File: src/rtl/bcd_to_hex.sv
// Sequential BCD-to-binary converter: one digit per clock, most significant first,
// with start/busy/done handshake and overflow / invalid-digit flags.
module bcd_to_hex #(
  parameter int unsigned NDIG  = 10,
  parameter int unsigned OUT_W = 31
) (
  input  logic                clk,
  input  logic                rst_n,
  input  logic                start,
  input  logic [4*NDIG-1:0]   bcd_in,
  output logic                busy,
  output logic                done,
  output logic [OUT_W-1:0]    hex_out,
  output logic                overflow,
  output logic                invalid
);

  localparam int unsigned CW = (NDIG > 1) ? $clog2(NDIG) : 1;

  typedef enum logic [1:0] {
    IDLE = 2'd0,
    CONV = 2'd1,
    DONE = 2'd2
  } state_t;

  state_t              state, state_nxt;
  logic [4*NDIG-1:0]   sreg;
  logic [OUT_W-1:0]    acc;
  logic [CW-1:0]       cnt;
  logic                ovf_s, inv_s;

  logic [3:0]          d;
  logic [OUT_W+3:0]    p;
  logic                p_ovf, d_inv, last, accept;

  always_comb begin
    d      = sreg[4*NDIG-1 -: 4];
    p      = (OUT_W+4)'(acc) * (OUT_W+4)'(10) + (OUT_W+4)'(d);
    p_ovf  = |p[OUT_W+3:OUT_W];
    d_inv  = (d > 4'd9);
    last   = (cnt == CW'(NDIG-1));
    accept = start && (state != CONV);
  end

  always_comb begin
    state_nxt = state;
    case (state)
      IDLE:    if (start) state_nxt = CONV;
      CONV:    if (last)  state_nxt = DONE;
      DONE:    state_nxt = start ? CONV : IDLE;
      default: state_nxt = IDLE;
    endcase
  end

  // busy/done are registered from the next state so they line up with state itself
  always_ff @(posedge clk or negedge rst_n) begin
    if (!rst_n) begin
      state <= IDLE;
      busy  <= 1'b0;
      done  <= 1'b0;
    end else begin
      state <= state_nxt;
      busy  <= (state_nxt == CONV);
      done  <= (state_nxt == DONE);
    end
  end

  always_ff @(posedge clk or negedge rst_n) begin
    if (!rst_n) begin
      sreg     <= '0;
      acc      <= '0;
      cnt      <= '0;
      ovf_s    <= 1'b0;
      inv_s    <= 1'b0;
      hex_out  <= '0;
      overflow <= 1'b0;
      invalid  <= 1'b0;
    end else if (accept) begin
      sreg  <= bcd_in;
      acc   <= '0;
      cnt   <= '0;
      ovf_s <= 1'b0;
      inv_s <= 1'b0;
    end else if (state == CONV) begin
      acc   <= p[OUT_W-1:0];
      ovf_s <= ovf_s | p_ovf;
      inv_s <= inv_s | d_inv;
      sreg  <= sreg << 4;
      cnt   <= cnt + CW'(1);
      if (last) begin
        hex_out  <= p[OUT_W-1:0];
        overflow <= ovf_s | p_ovf;
        invalid  <= inv_s | d_inv;
      end
    end
  end

endmodule

File: config.mk
export PLATFORM = sky130hd
export DESIGN_NAME = bcd_to_hex
export DESIGN_NICKNAME = d
export VERILOG_FILES = /design/src/rtl/bcd_to_hex.sv
export SDC_FILE = /design/constraint.sdc
export NUM_CORES = 1
export LEC_CHECK = 0
export CORE_UTILIZATION = 58
export DETAILED_ROUTE_END_ITERATION = 8
export PLACE_DENSITY = 0.85
export REMOVE_ABC_BUFFERS = 1
export SETUP_SLACK_MARGIN = 0.1
export SLEW_MARGIN = 40
export SYNTH_ARGS = -nofsm -noshare
export SYNTH_HDL_FRONTEND = slang
export SYNTH_SLANG_ARGS = --single-unit
File: constraint.sdc
create_clock -name clk -period 4.55 [get_ports clk]
set_input_delay 0.91 -clock clk [delete_from_list [all_inputs] [get_ports clk]]
set_output_delay 0.91 -clock clk [all_outputs]
set_load 0.01 [all_outputs]
==> metrics.yaml, run 1 <==
timing:
  fin_skew_ps: 8.859
  maxSlewHeadroom_pct: 49.90
  hold_violations: 0
  setup_viol_count_final: 0
  timing.hold.ws_ps: 437.4
  min_period_ps: 4243
  min_period_over_period_pct: 93.25
  worst_slew_pin_slew_ps: 746.5
  fmax_mhz: 235.7
  rsz0062_at_grt: "false"
  slew_violations: 0
route:
  wl_per_cell_um: 16.99
  wl_um: 18310
  viasPerCell: 5.992
  drc: 0
  vias: 6459
  dr.first_iter.drc_count: 363
  ant_nets: 0
  drtPass1Iterations: 5
critical_path:
  cp-end-kind: "flop"
  crit_family: "simple AND/OR/NAND/NOR gates"
  cp_slowest_cell: "or4_1"
  setup.worst_path.start: "acc[1]"
  crit_fanout: 5
  critPathRequiredTime_ps: 4820
  crit_type: "flop to flop"
  slowest_delay_ps: 680
  cp-start-kind: "flop"
  cp_num_buf_inv: 0
  reg2reg_from: "acc[1]"
  arrival_ps: 4510
  rrSetupSlack_ps: 310
  crit_path_cell_trace: "ha_1 -> ha_1 -> fa_1 -> a21o_1 -> a221oi_4 -> xnor2_1 -> nand4_1 -> or4_1 -> nor3_4 -> nand4_1 -> nor3_1 -> xor2_1 -> o21ai_0"
grt:
  antenna_found_initial: 0
  grt_pass1_wl_um: 30370
  grt.total_usage_pct: 29.66
  grt-ovfl-total: 0
  grt_pass1_vias: 6254
  grt_max_degree: 92
logic_synthesis:
  synthFlopType: "dfrtp_1"
  yosysMostFrequentCell: "nand2_1"
  synth.top_cell.area_share_pct: 38.29
  yosysWarnings: 0
  ys_async_sr_fraction_pct: 100.0
  syn_inst: 833
  synth-seq-cells: 114
  synth_area_leaders: "dfrtp_1 38%, ha_1 11%, o21ai_0 7.7%, nand2_1 6.1%, mux2i_1 5.8%"
  synth_edf_count: 0
  synth_top_area_cell: "dfrtp_1"
  avgSynthCellArea_um2: 8.943
  synth_commonest_cells: "122 x nand2_1, 114 x dfrtp_1, 114 x o21ai_0"
  yosysUniqueCellTypes: 69
  yosysSeqAreaShare_pct: 38.29
  synth_area_mm2: 0.007450
floorplan:
  core_area_mm2: 0.01257
  dieHeight_um: 115.3
  num_rows: 41
  io_pins: 78
  die_w_um: 115.3
  dieArea_mm2: 0.01330
  initial_core_util_pct: 59.27
run:
  cap_violations: 0
clock_network:
  cts_setup_buffers: 0
  cts.sinks: 114
  postCtsHoldBufs: 0
  clk_latency_ps: 420
  cts-root-buf: "clkbuf_16"
  cts.clk_slew.worst_paths_ps: 60
  cts_tree: "built"
  h-tree-depth: 4
  cts_buffer_depth: 2
  cts_resized: 0
  numCtsBuffers: 17
place:
  dpl_cell_area_mm2: 0.008334
  gp_congestion: 0.9269
  port_buffers: 77
  dpl.hpwl_um: 12790
outcome:
  status: "finished clean"
finish:
  drive_gt1_share_pct: 6.954
  n_antenna_cell: 0
  nets: 1001
  stdcell_area_mm2: 0.008911
  fillers: 943
  area.growth.synth_to_final_pct: 19.62
min_path:
  hold_class: "input pin to asynchronous set/reset pin"
path summary, 6_finish.rpt:
path                                to  depth (start not counted)
max                        hex_out[30]                         13
min                            acc[26]                          1
max reg2reg                hex_out[30]                         13
min reg2reg                hex_out[11]                          2
max in group asynchronous     sreg[26]                          2
min in group clk           hex_out[11]                          2
cell usage in the layout, fill, tap and decap left out, types with 33 or more instances in the layout:
master           Yosys  routed
nand2_1            122     121
o21ai_0            114     114
dfrtp_1            114     114
clkdlybuf4s50_1      0      75
ha_1                63      63
nand3_1             45      45
mux2i_1             43      43
nor2_1              41      41
a21oi_1             33      33
per-stage QoR:
| step | setup TNS, ps | utilization, % | cells | worst slack (ps) |
|---|---|---|---|---|
| CTS | 0 | 70.72 | 1078 | 240.4 |
| global placement | 0 | 66.22 | 1046 | 392.3 |
| finish | 0 | 70.90 | 1078 | 307.0 |
| detailed placement | 0 | 66.31 | 1046 | 280.1 |
| floorplan | -23380 | - | 792 | -812.0 |
| global route | 0 | 70.90 | 1078 | 97.08 |
state kept, by name (all words and copies together) (netlist names):
name	flops
hex_out	31
overflow	1
inv_s	1
sreg	40
invalid	1
cnt	4
state	2
busy	1
done	1
acc	31
ovf_s	1
layer usage:
layer  wire, um  vias up  track usage [%]
met3       1238       44            8.487
met5          0        -                0
met4        345        0            8.918
li1           -     3144                -
met1       8041     3066            38.53
met2       8687      205            48.06
kinds of logic (layout without fill, tap and decap cells):
logic type	Yosys count	after routing	share of synthesized area [%]
AND/OR/NAND/NOR	295	295	19.15
AO/OA/AOI/OAI	219	219	17.70
flip-flops	114	114	38.29
adder cells (fa/ha/maj)	65	65	11.12
buffers and inverters	52	125	2.637
XOR/XNOR	44	44	5.173
multiplexers	44	44	5.929
cell type report:
type	count	area (um^2)	share of cell area (%)
well taps	172	215.2	2.415
repair buffers	82	800.8	8.986
flip-flops and latches	114	2853	32.01
multi-input cells	667	4446	49.89
inverters	11	42.54	0.4774
clock inverters	13	111.4	1.250
clock buffers	19	442.9	4.971
worst reg2reg max path, stage by stage, from the launching register on:
cell      delay, ps
dfrtp_1         400
ha_1            300
ha_1            220
fa_1            410
a21o_1          220
a221oi_4        350
xnor2_1         220
nand4_1         210
or4_1           680
nor3_4          270
nand4_1         240
nor3_1          260
xor2_1          190
o21ai_0         110
Power of run 1 is not shown: default switching activity piles up to over one toggle a cycle in this logic, so the estimate is an artifact.
==> run 2, diff against run 1 <==
--- a/config.mk
+++ b/config.mk
@@ -5,6 +5,7 @@
 export SDC_FILE = /design/constraint.sdc
 export NUM_CORES = 1
 export LEC_CHECK = 0
+export CAP_MARGIN = 20
 export CORE_UTILIZATION = 58
 export DETAILED_ROUTE_END_ITERATION = 8
 export PLACE_DENSITY = 0.85
==> results of run 2 <==
No change in the layout: final DEF, timing and power equal those of run 1.
Power of run 2 is left out for the same reason.
==> run 3, diff against run 2 <==
--- a/config.mk
+++ b/config.mk
@@ -6,9 +6,9 @@
 export NUM_CORES = 1
 export LEC_CHECK = 0
 export CAP_MARGIN = 20
-export CORE_UTILIZATION = 58
+export CORE_UTILIZATION = 62
 export DETAILED_ROUTE_END_ITERATION = 8
-export PLACE_DENSITY = 0.85
+export PLACE_DENSITY = 0.9
 export REMOVE_ABC_BUFFERS = 1
 export SETUP_SLACK_MARGIN = 0.1
 export SLEW_MARGIN = 40
==> constraint.sdc (replaced) <==
create_clock -name clk -period 5.1 [get_ports clk]
set_input_delay 1.02 -clock clk [delete_from_list [all_inputs] [get_ports clk]]
set_output_delay 1.02 -clock clk [all_outputs]
set_load 0.01 [all_outputs]
==> run 3 against run 2 <==
Against the previous run:
- critical endpoint is now overflow
- non-clock buffer count unchanged
- via count is 1.4% higher
- cell count decreased by 2.7%
- highest routed layer unchanged
- critical path depth did not move
- utilization increased by 6.4 points
- the run now ends with design-rule violations left
- hold slack gained 37 ps
- largest cell class unchanged
==> metrics.yaml, run 3 (same netlist as run 1, synthesis figures left out) <==
route:
  viasPerCell: 6.245  # +4.2%
  wl_um: 19100  # +4.3%
  dr.first_iter.drc_count: 478  # +32%
  drtPass1Iterations: 7  # +2
  drc: 6  # +6
  ant_nets: 0  # unchanged
  vias: 6551  # +1.4%
  wl_per_cell_um: 18.21  # +7.2%
finish:
  final_common_cell: "nand2_1"
  stdcell_count: 1049  # -2.7%
  largest_reg_flops: 40  # unchanged
  fillers: 766  # -19%
  stdcell_area_mm2: 0.008942  # +0.35%
  nets: 1001  # unchanged
  drive_gt1_share_pct: 6.733  # -0.22 points
  multi_input_area_mm2: 0.004423  # -0.51%
  reg_top3: "sreg x40, acc x31, hex_out x31"
  largest_register: "sreg"
  area.growth.synth_to_final_pct: 20.04
  n_antenna_cell: 0  # unchanged
  final_cell_mix: "121 x nand2_1, 114 x o21ai_0, 114 x dfrtp_1"
  regArea_mm2: 0.002853  # unchanged
clock_network:
  h-tree-depth: 4  # unchanged
  cts.clk_slew.worst_paths_ps: 60  # about the same
  cts.sinks: 114  # unchanged
  cts_buffer_depth: 2  # unchanged
  cts-root-buf: "clkbuf_16"
  cts_setup_buffers: 0  # unchanged
  postCtsHoldBufs: 0  # unchanged
  clk_latency_ps: 420  # about the same
  numCtsBuffers: 17  # unchanged
  cts_tree: "built"
  cts_resized: 0  # unchanged
min_path:
  hold_class: "flop to flop"
timing:
  slew_violations: 0  # unchanged
  worst_slew_pin_slew_ps: 776.1  # +29.69 ps
  min_period_over_period_pct: 84.71  # -8.5 points
  hold_violations: 0  # unchanged
  fmax_mhz: 231.5  # -1.8%
  maxSlewHeadroom_pct: 48.26  # -1.6 points
  setup_viol_count_final: 0  # unchanged
  fin_skew_ps: 6.873  # -1.986 ps
  min_period_ps: 4320  # +77.22 ps
  rsz0062_at_grt: "false"
  timing.hold.ws_ps: 474.1  # +36.69 ps
outcome:
  status: "finished with violations"
  violations: "design-rule violations"
critical_path:
  rr_worst_depth: 13  # unchanged
  arrival_ps: 4670  # +160 ps
  crit_fanout: 5  # unchanged
  critPathRequiredTime_ps: 5450  # +630 ps
  reg2reg_from: "acc[3]"
  timing.rr.end: "overflow"
  cp-start-kind: "flop"
  rrSetupSlack_ps: 780  # +470 ps
  setup.worst_path.start: "acc[3]"
  cp-end-kind: "flop"
  crit_type: "flop to flop"
  worstSetupEndpoint: "overflow"
floorplan:
  initial_core_util_pct: 64.42  # +5.1 points
  die_w_um: 111.6  # -3.2%
  io_pins: 78  # unchanged
  core_area_mm2: 0.01156  # -8.0%
  dieArea_mm2: 0.01246  # -6.3%
  num_rows: 39  # -4.9%
  dieHeight_um: 111.6  # -3.2%
place:
  port_buffers: 77  # unchanged
  dpl_cell_area_mm2: 0.008297  # -0.45%
  dpl.hpwl_um: 13100  # +2.4%
  place_inst: 1017  # -2.8%
  gp_congestion: 0.9763  # +5.3%
grt:
  grt_max_degree: 92  # unchanged
  grt-ovfl-total: 0  # unchanged
  grt_pass1_wl_um: 32550  # +7.2%
  antenna_found_initial: 0  # unchanged
  grt.total_usage_pct: 32.94  # +3.3 points
  grt_pass1_vias: 6746  # +7.9%
run:
  cap_violations: 0  # unchanged
## run 3: cell types whose count changed in the layout (fill, tap and decap cells not counted), sizes merged
cell      previous run  this run
bufinv               1         4
clkinvlp             4         2
clkbuf              19        21
clkinv               8         5
## run 3: critical path, cell delays in order (launching register included)
cell and delay, ps:
dfrtp_1 410, ha_1 290, ha_1 240, fa_1 420, a21o_1 200, a221oi_2 440, o21ai_1 190, xnor2_1 230
or4_4 590, nor3_2 380, nand2_1 140, nor3_1 230, mux2_2 370, a21oi_1 120
## run 3: cell type report
type                            count  area share (%)
Clock buffer                       21           5.261
Clock inverter                     11           1.959
Inverter                           11          0.4617
Multi-Input combinational cell    667           49.46
Sequential cell                   114           31.90
Tap cell                          143           2.001
Timing Repair Buffer               82           8.955
## run 3: worst min-delay path by stage
stage	from	endpoint	slack (ps)	depth (start not counted)
CTS	hex_out[30]	hex_out[30]	480	2
floorplan	cnt[3]	cnt[3]	440	1
global route	hex_out[30]	hex_out[30]	490	2
detailed placement	hex_out[30]	hex_out[30]	470	2
global placement	hex_out[0]	hex_out[0]	460	2
finish	hex_out[9]	hex_out[9]	470	2
## run 3: routing by layer
| metal | GRT usage, % | wire, um |
|---|---|---|
| met5 | 0 | 0 |
| met3 | 8.982 | 1429 |
| met4 | 12.25 | 471 |
| met2 | 53.92 | 9080 |
| met1 | 41.96 | 8117 |
## run 3: metrics by stage
| stage | worst slack, ps | setup TNS (ps) | utilization [%] |
|---|---|---|---|
| final | 779.8 | 0 | 77.32 |
| after global routing | 562.5 | 0 | 77.32 |
| after CTS | 818.5 | 0 | 77.32 |
| after detailed placement | 860.7 | 0 | 71.74 |
| after global placement | 944.3 | 0 | 71.65 |
| after floorplan | -262.0 | -4274 | - |
Power of run 3 is left out for the same reason.
==> RTL change: new RTL, flow settings as in run 1 <==
Encoding of `state_t`: now one-hot (3 bits for 3 states).
--- a/src/rtl/bcd_to_hex.sv
+++ b/src/rtl/bcd_to_hex.sv
@@ -18,8 +18,8 @@
   localparam int unsigned CW = (NDIG > 1) ? $clog2(NDIG) : 1;
 
-  typedef enum logic [1:0] {
-    IDLE = 2'd0,
-    CONV = 2'd1,
-    DONE = 2'd2
+  typedef enum logic [2:0] {
+    IDLE = 3'b001,
+    CONV = 3'b010,
+    DONE = 3'b100
   } state_t;
 
Behaviour: same outputs for any inputs over 10 cycles, from zero or initial values and one cycle with rst_n low; not proved beyond that.
==> RTL change against run 1 <==
  * Synthesized area is 4.0% lower
  * Highest routed layer unchanged
  * Design area is 2.5% lower
  * Largest cell class unchanged
  * Core utilization is 1.5 points higher
  * Sequential cell count is 1 higher
  * Setup slack better by 280 ps
  * Wire length is 1.9% lower
==> RTL change: results <==
metrics = {
    "status": {
        "status": "complete, no violations",
    },
    "critical_path": {
        "crit_fanout": 4,
        "cpMaxStageDelayCell": "fa_1",
        "regToRegEndpoint": "acc[27]",
        "max_stage_delay_ps": 440,
        "cp_data_arrival_time_ps": 4260,
    },
    "place": {
        "post-place-cells": 971,
        "gp_routability_congestion": 0.9484,
        "dp_hpwl_mm": 12.84,
        "placed_cell_area_um2": 8014,
        "pre_cts_slack_ps": 691.2,
    },
    "global_routing": {
        "grt_pass1_wl_mm": 29.49,
        "antenna_found_initial": 0,
        "grt_max_degree": 64,
        "track_usage_pct": 29.59,
    },
    "route": {
        "drt_iter0_markers": 330,
        "routed_wl_mm": 17.97,
        "dr_total_vias": 6119,
        "viasPerCell": 6.101,
    },
    "final_layout": {
        "fin_nets": 951,
        "n_fill_cell": 894,
        "drive_above_1_share_pct": 6.542,
    },
    "sta": {
        "fin_skew_ps": 6.021,
        "worstMarginPinSlew_ps": 682.4,
        "hold-worst-slack_ps": 456.7,
        "max_freq_mhz": 252.6,
    },
    "logic_synthesis": {
        "synth_common_cells": "nand2_1, dfrtp_1, o21ai_0",
        "synth_cell_type_count": 62,
        "avgSynthCellArea_um2": 9.193,
        "ys_top_cells_by_area": "dfrtp_1, ha_1, o21ai_0",
        "synth_seq_area_share_pct": 40.26,
        "synthArstFlopShare_pct": 100.0,
    },
    "cts": {
        "clockBufferDepth": 2,
        "clockRootBuffer": "clkbuf_16",
    },
    "pwr": {
        "ir_drop_uv": 366.3,
    },
}
-- RTL change: cell count changes in the layout (fill, tap and decap cells not counted), sizes merged, moves of 4 or more --
cell	delta
nor3	-12
nand4	-8
nand3	-7
xnor2	+7
and2	-5
clkinv	-5
xor2	+5
a21oi	+4
bufinv	+4
nor2	-4
o22ai	-4
or4	-4
-- RTL change: worst max-delay path by stage --
| stage | to | startpoint | cells after the start |
|---|---|---|---|
| final | acc[27] | acc[1] | 13 |
| after global routing | acc[27] | acc[1] | 13 |
| after CTS | acc[27] | acc[1] | 13 |
| after detailed placement | acc[30] | acc[1] | 13 |
| after global placement | overflow | acc[10] | 12 |
| after floorplan | overflow | acc[1] | 13 |
-- RTL change: kinds of logic after synthesis --
logic type	count (synthesis)	synth area share [%]
flops	115	40.26
mux	42	5.948
fa+ha+maj	65	11.58
compound gates	204	16.39
buf+inv	49	2.677
simple gates	247	16.18
xor+xnor	56	6.963
-- RTL change: layer usage --
| layer | GRT usage (%) | share of wire, % |
|---|---|---|
| met2 | 48.59 | 50 |
| met1 | 37.51 | 42 |
| met4 | 12.11 | 2.0 |
| met3 | 7.392 | 6.4 |
| met5 | 0 | 0 |
-- RTL change: power breakdown --
group	internal [mW]	switching (mW)	total [mW]
clock	1.03	0.481	1.51
sequential	1.24	0.151	1.40
combinational	0.313	0.484	0.797
-- RTL change: area by class of cell --
type	instances	area [µm²]	share of cell area, %
clock inverters	11	196.4	2.260
inverters	13	48.80	0.5615
repair buffers	82	800.8	9.214
flip-flops and latches	115	2879	33.13
multi-input cells	614	4101	47.19
clock buffers	21	480.5	5.528
well taps	147	183.9	2.116
